[src/rtl/ahb_apb3_bridge_param.sv]
// AHB-to-APB3 bridge with one outstanding transfer, wait-state/slave-error handling and registered outputs.
// Optional build define APB_TIMEOUT_EN aborts an ACCESS phase that waits TIMEOUT_CYC cycles on Pready.
module ahb_apb3_bridge_param #(
    parameter int                ADDR_W      = 32,
    parameter int                DATA_W      = 32,
    parameter int                NUM_SLV     = 4,
    parameter int                SEL_LSB     = 12,
    parameter logic [ADDR_W-1:0] BASE_ADDR   = 'h8000_0000,
    parameter int                TIMEOUT_CYC = 255
) (
    input  logic                Hclk,
    input  logic                Hreset,
    input  logic [1:0]          Htrans,
    input  logic [ADDR_W-1:0]   Haddr,
    input  logic                Hwrite,
    input  logic [DATA_W-1:0]   Hwdata,
    input  logic                Hreadyin,
    output logic                Hreadyout,
    output logic [1:0]          Hresp,
    output logic [DATA_W-1:0]   Hrdata,
    output logic [NUM_SLV-1:0]  Pselx,
    output logic                Penable,
    output logic                Pwrite,
    output logic [ADDR_W-1:0]   Paddr,
    output logic [DATA_W-1:0]   Pwdata,
    input  logic [DATA_W-1:0]   Prdata,
    input  logic                Pready,
    input  logic                Pslverr
);

    localparam int IDX_W   = $clog2(NUM_SLV);
    localparam int WIN_LSB = SEL_LSB + IDX_W;

    // IDLE wait | LATCH capture wdata | SETUP psel | ACCESS penable | ERR1/ERR2 two-cycle error response
    typedef enum logic [2:0] {
        S_IDLE, S_LATCH, S_SETUP, S_ACCESS, S_ERR1, S_ERR2
    } state_t;

    state_t             r_state;
    state_t             w_state_nxt;
    logic               w_accept;
    logic               w_in_win;
    logic               w_timeout;
    logic               w_unused;
    logic [NUM_SLV-1:0] w_sel_onehot;

    logic               r_hreadyout;
    logic [1:0]         r_hresp;
    logic [DATA_W-1:0]  r_hrdata;
    logic [NUM_SLV-1:0] r_pselx;
    logic               r_penable;
    logic               r_pwrite;
    logic [ADDR_W-1:0]  r_paddr;
    logic [DATA_W-1:0]  r_pwdata;
    logic [IDX_W-1:0]   r_idx;

    assign w_accept = (r_state == S_IDLE) && Hreadyin && Htrans[1];
    assign w_in_win = (Haddr[ADDR_W-1:WIN_LSB] == BASE_ADDR[ADDR_W-1:WIN_LSB]);
    assign w_unused = ^{Htrans[0], 32'(TIMEOUT_CYC)};

`ifdef APB_TIMEOUT_EN
    localparam int CNT_W = $clog2(TIMEOUT_CYC + 1);
    logic [CNT_W-1:0] r_to_cnt;

    always_ff @(posedge Hclk) begin
        if (Hreset || r_state == S_SETUP) begin
            r_to_cnt <= '0;
        end else if (r_state == S_ACCESS && !Pready) begin
            r_to_cnt <= r_to_cnt + CNT_W'(1);
        end
    end

    assign w_timeout = (r_state == S_ACCESS) && !Pready && (r_to_cnt == CNT_W'(TIMEOUT_CYC - 1));
`else
    assign w_timeout = 1'b0;
`endif

    always_comb begin
        w_sel_onehot = '0;
        w_sel_onehot[r_idx] = 1'b1;
    end

    always_ff @(posedge Hclk) begin
        if (Hreset) begin
            r_state <= S_IDLE;
        end else begin
            r_state <= w_state_nxt;
        end
    end

    always_comb begin
        w_state_nxt = r_state;
        case (r_state)
            S_IDLE: begin
                if (w_accept) begin
                    w_state_nxt = w_in_win ? S_LATCH : S_ERR1;
                end
            end
            S_LATCH:  w_state_nxt = S_SETUP;
            S_SETUP:  w_state_nxt = S_ACCESS;
            S_ACCESS: begin
                if (Pready) begin
                    w_state_nxt = Pslverr ? S_ERR1 : S_IDLE;
                end else if (w_timeout) begin
                    w_state_nxt = S_ERR1;
                end
            end
            S_ERR1:   w_state_nxt = S_ERR2;
            S_ERR2:   w_state_nxt = S_IDLE;
            default:  w_state_nxt = S_IDLE;
        endcase
    end

    // Bus outputs are registered from the next state so they line up with the state they describe.
    always_ff @(posedge Hclk) begin
        if (Hreset) begin
            r_hreadyout <= 1'b1;
            r_hresp     <= 2'b00;
            r_hrdata    <= '0;
            r_pselx     <= '0;
            r_penable   <= 1'b0;
            r_pwrite    <= 1'b0;
            r_paddr     <= '0;
            r_pwdata    <= '0;
            r_idx       <= '0;
        end else begin
            r_hreadyout <= !(w_state_nxt == S_LATCH || w_state_nxt == S_SETUP ||
                             w_state_nxt == S_ACCESS || w_state_nxt == S_ERR1);
            r_hresp     <= (w_state_nxt == S_ERR1 || w_state_nxt == S_ERR2) ? 2'b01 : 2'b00;
            r_pselx     <= (w_state_nxt == S_SETUP || w_state_nxt == S_ACCESS) ? w_sel_onehot : '0;
            r_penable   <= (w_state_nxt == S_ACCESS);
            if (w_accept && w_in_win) begin
                r_paddr  <= Haddr;
                r_pwrite <= Hwrite;
                r_idx    <= Haddr[SEL_LSB +: IDX_W];
            end
            if (r_state == S_LATCH && r_pwrite) begin
                r_pwdata <= Hwdata;
            end
            if (r_state == S_ACCESS && Pready && !Pslverr && !r_pwrite) begin
                r_hrdata <= Prdata;
            end
        end
    end

    assign Hreadyout = r_hreadyout;
    assign Hresp     = r_hresp;
    assign Hrdata    = r_hrdata;
    assign Pselx     = r_pselx;
    assign Penable   = r_penable;
    assign Pwrite    = r_pwrite;
    assign Paddr     = r_paddr;
    assign Pwdata    = r_pwdata;

endmodule

[config.mk]
export PLATFORM = sky130hd
export DESIGN_NAME = ahb_apb3_bridge_param
export DESIGN_NICKNAME = d
export VERILOG_FILES = /design/src/rtl/ahb_apb3_bridge_param.sv
export SDC_FILE = /design/constraint.sdc
export NUM_CORES = 1
export LEC_CHECK = 0
export ABC_AREA = 1
export BUFFER_PORTS_ARGS = -buffer_cell sky130_fd_sc_hd__buf_2
export CAP_MARGIN = 20
export CORE_AREA = 2 2 94 96
export DETAILED_ROUTE_END_ITERATION = 10
export DIE_AREA = 0 0 96 98
export PLACE_DENSITY = 0.85
export SLEW_MARGIN = 20
export SYNTH_ARGS = -nofsm -noshare
export SYNTH_HDL_FRONTEND = slang
export SYNTH_SLANG_ARGS = --single-unit
export TNS_END_PERCENT = 100
[constraint.sdc]
create_clock -name Hclk -period 1.8 [get_ports Hclk]
set_clock_uncertainty 0.05 [all_clocks]
set_input_delay 0.09 -clock Hclk [delete_from_list [all_inputs] [get_ports Hclk]]
set_output_delay 0.09 -clock Hclk [all_outputs]
set_load 0.03 [all_outputs]
## After elaboration in Yosys (flattened, before gate mapping)

Index checks and enable logic that the tools add are counted.

| storage, ports and cells | value |
|---|---|
| input port bits | 104 |
| logic and storage cells | 49 |
| bits in registers | 110 |

| operators by class | value |
|---|---|
| magnitude comparators | 2 |
| mux-type cells | 8 |
| bitwise gates (word level) | 1 |
| equal/unequal tests | 10 |
| reductions and logical operators | 18 |

Operator list:

| operator | count |
|---|---|
| $eq 18x18->1 const B | 1 |
| $pmux 3 s5 | 1 |
| $eq 3x2->1 const B | 4 |
| $mux 3 | 4 |
| $eq 3x3->1 const B | 3 |
| $logic_and 1x1->1 | 8 |
| $eq 3x1->1 const B | 2 |
| $logic_or 1x1->1 | 5 |
| $logic_not 1->1 | 3 |
| $logic_not 3->1 | 1 |
| $lt 2x3->1 const B | 1 |
| $demux 1 s2 | 1 |
| $ge 2x1->1 const B | 1 |
| $mux 1 | 2 |
| $reduce_or 2->1 | 1 |
| $not 1->1 | 1 |

## Depth between registers and ports, before layout

Gate-level depths: netlist (run 1).

| logic depth | value |
|---|---|
| word-level depth | 10 |
| depth in mapped cells | 9 |
| depth with buffers taken out | 8 |

## Worst setup path after synthesis (run 1)

Ideal clock, no wire load.

| timing | value |
|---|---|
| kind | reg-to-reg |
| start | reg r_pwrite, in the netlist Pwrite |
| end | reg r_pwdata[22], in the netlist Pwdata[22] |
| data required time | 1.685 ns |
| arrival | 1.195 ns |
| cell stages (with the launch flop) | 6 |
| path slack | 0.490 ns |
| path buffers | 1 |
| path through | dfxtp_1 > nand4_1 > inv_1 > buf_2 > nor2_1 > nor2_1 |

| between the ends | value |
|---|---|
| longest elaborated chain between the ends | 1 |

RTL lines:

| element | RTL line | source |
|---|---|---|
| start, declared | 52 | `logic r_pwrite;` |
| start signal, assigned | 134 | `r_pwrite <= Hwrite;` |
| $logic_and 1x1->1 | 137 | `if (r_state == S_LATCH && r_pwrite) begin` |
| end signal, assigned | 138 | `r_pwdata <= Hwdata;` |
| end, declared | 54 | `logic [DATA_W-1:0] r_pwdata;` |

Every way passes these cells.
A chain may end at the register's enable or synchronous reset.

## Worst setup path in the final report (run 1)

| timing | value |
|---|---|
| start | reg r_state[0] |
| end | reg r_hrdata[28], in the netlist Hrdata[28] |

| between the ends | value |
|---|---|
| longest elaborated chain between the ends | 4 |

RTL lines:

| element | RTL line | source |
|---|---|---|
| start, declared | 39 | `state_t r_state;` |
| start signal, assigned | 87 | `r_state <= w_state_nxt;` |
| $eq 3x2->1 | 140 | `if (r_state == S_ACCESS && Pready && !Pslverr && !r_pwrite) begin` |
| $logic_and 1x1->1 (3 in series) | 140 |  |
| end signal, assigned | 141 | `r_hrdata <= Prdata;` |
| end, declared | 49 | `logic [DATA_W-1:0] r_hrdata;` |

Every way passes these cells.

==> flow_summary.json, run 1 <==
{
  "worst_r2r_path_depth": 8,
  "peakVddDrop_uv": 535.8,
  "start_util": 0.4509,
  "hpwlAfterDp_mm": 7.193,
  "cts.clk_slew.worst_paths_ns": 0.11,
  "rsz0062_at_grt": "no",
  "die_h_um": 98,
  "yosysTopAreaCell": "dfxtp_1",
  "r2r-start": "r_state[0]",
  "syn2layout_area_growth_pct": 55.16,
  "synthXorXnorAreaFrac": 0,
  "final_util": 0.6997,
  "yosys.area.top_type_share": 0.5611,
  "cp_data_required_time_ns": 1.99,
  "p_int_mw": 3.294,
  "finalSetupTns_ns": 0,
  "cp-end-kind": "flop",
  "yosys_warnings": 0,
  "p_switching_mw": 1.041,
  "ctsLongestPathBuffers": 2,
  "cts_tree": "yes",
  "antenna_found_initial": 0,
  "clockPowerShare": 0.348,
  "totalWireLength_mm": 11.95,
  "crit_path_max_fanout": 32,
  "hold_ws_ns": 0.1435,
  "grt_usage": 0.2513,
  "synth.mux.area_fraction": 0,
  "critical_path_arrival_ns": 1.74,
  "outcome": "finished clean",
  "period_share": 0.8586,
  "synth-simple-area-share": 0.2304,
  "hold_viol_final": 0,
  "ys_seq_elements": 107,
  "rows": 34,
  "grt_pass1_vias": 4250,
  "syn_area_per_cell_sq_um": 7.728,
  "htreeDepth": 3,
  "synth_top_family_by_area": "simple AND/OR/NAND/NOR gates",
  "max_freq_ghz": 0.6470,
  "cts_buffers": 9,
  "chipWidth_um": 96,
  "gp_congestion": 0.8333,
  "combPwrFrac": 0.100,
  "port_buffers": 206,
  "final_max_slew_viol_count": 0,
  "syn_area_sq_um": 3817,
  "swShare": 0.2402,
  "ys_types": 25,
  "firstDrtPassIters": 4,
  "cts_root_buffer": "clkbuf_8",
  "r2r_setup_slack_ns": 0.25,
  "grt_pass1_wl_mm": 19.02,
  "maxCapViolations": 0,
  "clock-sinks": 107,
  "synth-adder-area-share": 0,
  "crit_end": "Hrdata[28]",
  "worstReg2RegEnd": "Hrdata[28]",
  "dp_cells": 788,
  "synth_seq_area_share": 0.5611,
  "leakagePower_nw": 3.023,
  "setup_viol": 0,
  "wire_per_inst_um": 13.47,
  "p_seq_frac": 0.552,
  "period_needed_ns": 1.546,
  "drcViolationCount": 0,
  "insertion_delay_ns": 0.35,
  "die_area_sq_um": 9408,
  "hold_path.class": "input pin to flop",
  "layout-drive-gt1-share": 0.3107,
  "via_count": 4212,
  "grt_max_degree": 53,
  "synth_area_leaders": "dfxtp_1 56%, nor2_1 15%, o21ai_0 9.2%",
  "layout.nets": 878,
  "antenna_cells": 0,
  "synth_cells": 494,
  "core_sq_um": 8466,
  "ios": 209,
  "worstSetupStartpoint": "r_state[0]",
  "syn_nets": 598,
  "drtIter0Drc": 115,
  "postRouteAntennaNets": 0,
  "vias_per_cell": 4.749,
  "path_class": "flop to flop",
  "p_per_area_nw_per_um2": 731.9,
  "grt_overflow": 0,
  "cp-start-kind": "flop",
  "synth_compound_gate_area_share": 0.1121,
  "fin_cells": 887,
  "p_total_mw": 4.335
}
==> layer usage <==
layer | track usage | vias to the layer above | wire length (um)
met3 | 0.08179 | 52 | 1001
met5 | 0 | - | 0
met1 | 0.2588 | 1891 | 4533
met4 | 0.1363 | 0 | 526
li1 | - | 2088 | -
met2 | 0.4407 | 181 | 5889
==> sequential cells by signal (all words and copies together) (netlist names) <==
register,cells
Hrdata,32
Penable,1
Hreadyout,1
Pwrite,1
Hresp,1
Paddr,32
Pselx,4
r_state,3
Pwdata,32
==> cells by family (layout without fill, tap and decap cells) <==
| logic type | after synthesis | count (layout) |
|---|---|---|
| buffers and inverters | 85 | 370 |
| DFF | 107 | 107 |
| other | 1 | 1 |
| and+or+nand+nor | 216 | 216 |
| AOI/OAI and AO/OA | 85 | 85 |
==> Yosys cell counts <==
cell      number
nand3_1       23
nor3_2         1
nand3_2        1
inv_2          2
a21oi_1        5
buf_2         11
nor2_2         1
clkbuf_1      10
buf_4          1
nand2_1       24
clkbuf_2       3
o21ai_0       70
clkinv_2       1
buf_6          3
conb_1         1
nand2_2        2
nand3b_1       1
and2_1         1
nand4_1        3
nor2_1       154
o21ai_1        9
nor3_1         5
o21bai_1       1
dfxtp_1      107
inv_1         54
==> worst min-delay path by stage <==
stage | start | end | cells past startpoint
final | Pslverr | r_state[2] | 4
after global routing | Pslverr | r_state[2] | 4
after floorplan | Hreset | Hresp[0] | 1
after global placement | Haddr[11] | Paddr[11] | 3
after CTS | Pslverr | r_state[2] | 4
after detailed placement | Hwrite | Pwrite | 3
==> layout make-up <==
type / count / area (sq um)
fillers: 647 / 2542
flip-flops and latches: 107 / 2142
repair buffers: 297 / 1914
multi-input cells: 302 / 1311
inverters: 57 / 215.2
well taps: 108 / 135.1
clock buffers: 9 / 123.9
clock inverters: 7 / 81.33
==> through the flow <==
stage	setup WS, ns	cell area [sq um]
5_1_grt	0.06307	5923
3_3_place_gp	0.2464	4895
3_5_place_dp	0.1085	4895
2_1_floorplan	0.4903	3817
6_report	0.2544	5923
4_1_cts	0.08206	5901
==> critical path, stage by stage (launching register included) <==
cell and delay, ns:
dfxtp_1 0.40, nand2_1 0.08, inv_2 0.08, nand2_2 0.07, nor3_2 0.14, nand2_2 0.08
buf_4 0.22, o21ai_0 0.24, nor2_1 0.06
==> what timing repair did <==
| item | CTS | global route |
|---|---|---|
| resized for setup | 0 | 0 |
| hold buffers | 80 | 0 |
| setup endpoints to repair | 0 | 25 |
| endpoints found under the hold margin | 83 | 0 |
| setup buffers | 0 | 3 |
==> cells in the final DEF, fill, tap and decap left out, types with 2 or more instances in the layout <==
cell type,synthesis,routed
buf_2,11,206
nor2_1,154,154
dfxtp_1,107,107
dlygate4sd3_1,0,80
o21ai_0,70,70
inv_1,54,53
nand2_1,24,24
nand3_1,23,23
buf_4,1,11
o21ai_1,9,9
clkbuf_8,0,9
nor3_1,5,5
a21oi_1,5,5
inv_2,2,3
nand4_1,3,3
inv_6,0,3
nand2_2,2,2
clkinv_2,1,2
==> power by group through the flow <==
stage	clock network (mW)	logic, mW	registers, mW
after floorplan	0	0.116	2.47
after global placement	0	0.275	2.45
after detailed placement	0	0.281	2.45
after CTS	1.55	0.416	2.39
after global routing	1.66	0.475	2.40
final	1.51	0.434	2.39
Power figures use the tool's default switching activity.
==> run 2, diff against run 1 <==
==> constraint.sdc (replaced) <==
create_clock -name Hclk -period 1.92 [get_ports Hclk]
set_clock_uncertainty 0.05 [all_clocks]
set_input_delay 0.096 -clock Hclk [delete_from_list [all_inputs] [get_ports Hclk]]
set_output_delay 0.096 -clock Hclk [all_outputs]
set_load 0.03 [all_outputs]
==> run 2 against run 1 <==
Via count up 1.7%. Cell count down 0.23%. Sequential share of layout area up 0.25 points. Wire length up 2.9%. Register-to-register slack worse by 0.16 ns. Setup slack worse by 0.16 ns. Sequential power down 6%. Global-route usage up 1.1 points. Worst hold slack better by 0.016 ns. Total power down 8.9%. Critical endpoint is now Pwdata[9]. Highest routed layer unchanged.
==> flow_summary.json, run 2 (synthesized netlist as in run 1, its figures left out) <==
{
  "cts.clk_slew.worst_paths_ns": 0.11,
  "regArea_sq_um": 2142,
  "grt_max_degree": 53,
  "crit_end": "Pwdata[9]",
  "worstReg2RegEnd": "Pwdata[9]",
  "core_sq_um": 8466,
  "p_switching_uw": 968.1,
  "p_int_mw": 2.983,
  "cp-start-kind": "flop",
  "period_needed_ns": 1.826,
  "drtIter0Drc": 150,
  "antenna_found_initial": 1,
  "p_per_area_nw_per_um2": 671.7,
  "min_path_cells": 4,
  "cts_tree": "yes",
  "ctsLongestPathBuffers": 2,
  "setup_slack_ns": 0.09439,
  "cts_root_buffer": "clkbuf_8",
  "final_max_slew_viol_count": 0,
  "hpwlAfterDp_mm": 7.219,
  "worst_r2r_path_depth": 5,
  "syn2layout_area_growth_pct": 54.11,
  "die_h_um": 98,
  "final_cell_mix": "206 x buf_2, 154 x nor2_1, 107 x dfxtp_1",
  "multiInputGateArea_sq_um": 1311,
  "grtUsageMet3": 0.07407,
  "swShare": 0.2450,
  "layout_commonest_cell": "buf_2",
  "peakVddDrop_uv": 478.8,
  "postCtsResizedCells": 0,
  "grt_use_met2": 0.4744,
  "clockPowerShare": 0.328,
  "hold_viol_final": 0,
  "insertion_delay_ns": 0.35,
  "hold_path.class": "input pin to flop",
  "p_seq_frac": 0.568,
  "port_buffers": 206,
  "place_area_sq_um": 4895,
  "rows": 34,
  "htreeDepth": 3,
  "wire_per_inst_um": 13.89,
  "period_share": 0.9508,
  "via_count": 4284,
  "outcome": "finished clean",
  "hold_ws_ns": 0.1597,
  "ios": 209,
  "clock-sinks": 107,
  "start_util": 0.4509,
  "postLayoutCellArea_sq_um": 5883,
  "combPwrFrac": 0.104,
  "grt_overflow": 0,
  "cp-end-kind": "flop",
  "grt_pass1_vias": 4348,
  "setup_viol": 0,
  "path_class": "flop to flop",
  "totalWireLength_mm": 12.30,
  "chipWidth_um": 96,
  "firstDrtPassIters": 4,
  "drcViolationCount": 0,
  "leakagePower_nw": 2.997,
  "worstSetupStartpoint": "r_state[2]",
  "rsz0062_at_grt": "no",
  "busiest_layer": "met2",
  "met1_usage": 0.2652,
  "relSlewSlack": 0.6623,
  "place_worst_setup_slack_ns": 0.2704,
  "tightest_slew_ns": 0.5050,
  "layout-drive-gt1-share": 0.3080,
  "vias_per_cell": 4.841,
  "cp_data_required_time_ns": 2.12,
  "gp_congestion": 0.8211,
  "layout.nets": 875,
  "grt_pass1_wl_mm": 19.56,
  "max_freq_ghz": 0.5478,
  "postRouteAntennaNets": 0,
  "die_area_sq_um": 9408,
  "r2r_setup_slack_ns": 0.09,
  "crit_path_max_fanout": 22,
  "critical_path_arrival_ns": 2.02,
  "r2r-start": "r_state[2]",
  "cts_buffers": 9,
  "fillers": 643,
  "maxCapViolations": 0,
  "grt_usage": 0.2620,
  "finalSetupTns_ns": 0
}
-- run 2: cell types whose count changed in the layout (fill, tap and decap cells not counted) --
cell        before  now
inv_8            1    0
clkbuf_8         9   10
bufinv_16        1    0
buf_4           11    8
diode_2          0    1
clkinvlp_4       0    1
-- run 2: through the flow --
step                      std cells  utilization  total power [mW]
after detailed placement        788       0.5782             2.561
after global routing            885       0.6949             4.118
after global placement          788       0.5782             2.551
after CTS                       884       0.6947             3.972
final                           885       0.6949             3.951
after floorplan                 494            -             2.425
-- run 2: worst max-delay path, cell delays in order (launching register included) --
cell     delay, ns
dfxtp_1       0.37
inv_2         0.12
nand4_1       0.41
buf_4         0.39
o21ai_0       0.30
nor2_1        0.09
-- run 2: how the worst min path moves through the flow --
stage               startpoint   endpoint  slack (ns)
global route            Pready   Hresp[0]        0.15
global placement      Haddr[4]   Paddr[4]        0.28
detailed placement   Haddr[11]  Paddr[11]        0.29
finish                  Pready   Hresp[0]        0.16
floorplan               Hreset   Hresp[0]        0.12
CTS                     Pready   Hresp[0]        0.12
-- run 2: repair_timing --
action,4_1_cts,5_1_grt
hold buffers,80,0
endpoints found under the hold margin,83,0
setup buffers,0,0
-- run 2: area by class of cell --
cell class                 instances  area share
antenna                            1   0.0004254
tap                              108     0.02297
inverter                          57     0.03658
clock buffer                      10     0.02339
sequential                       107      0.3641
clock inverter                     6    0.008082
timing repair buffer             294      0.3216
multi-input combinational        302      0.2229
-- run 2: routing by layer --
metal,up-vias,routed length [um],part of all wire
met3,36,883,0.072
met1,1974,4603,0.37
met4,0,403,0.033
met5,-,0,0
li1,2079,-,-
met2,195,6406,0.52
-- run 2: power groups by stage --
stage / combinational (mW) / sequential, mW / clock (mW)
2_1_floorplan: 0.109 / 2.32 / 0
3_3_place_gp: 0.257 / 2.29 / 0
3_5_place_dp: 0.266 / 2.30 / 0
4_1_cts: 0.394 / 2.24 / 1.33
5_1_grt: 0.447 / 2.25 / 1.42
6_report: 0.409 / 2.24 / 1.30
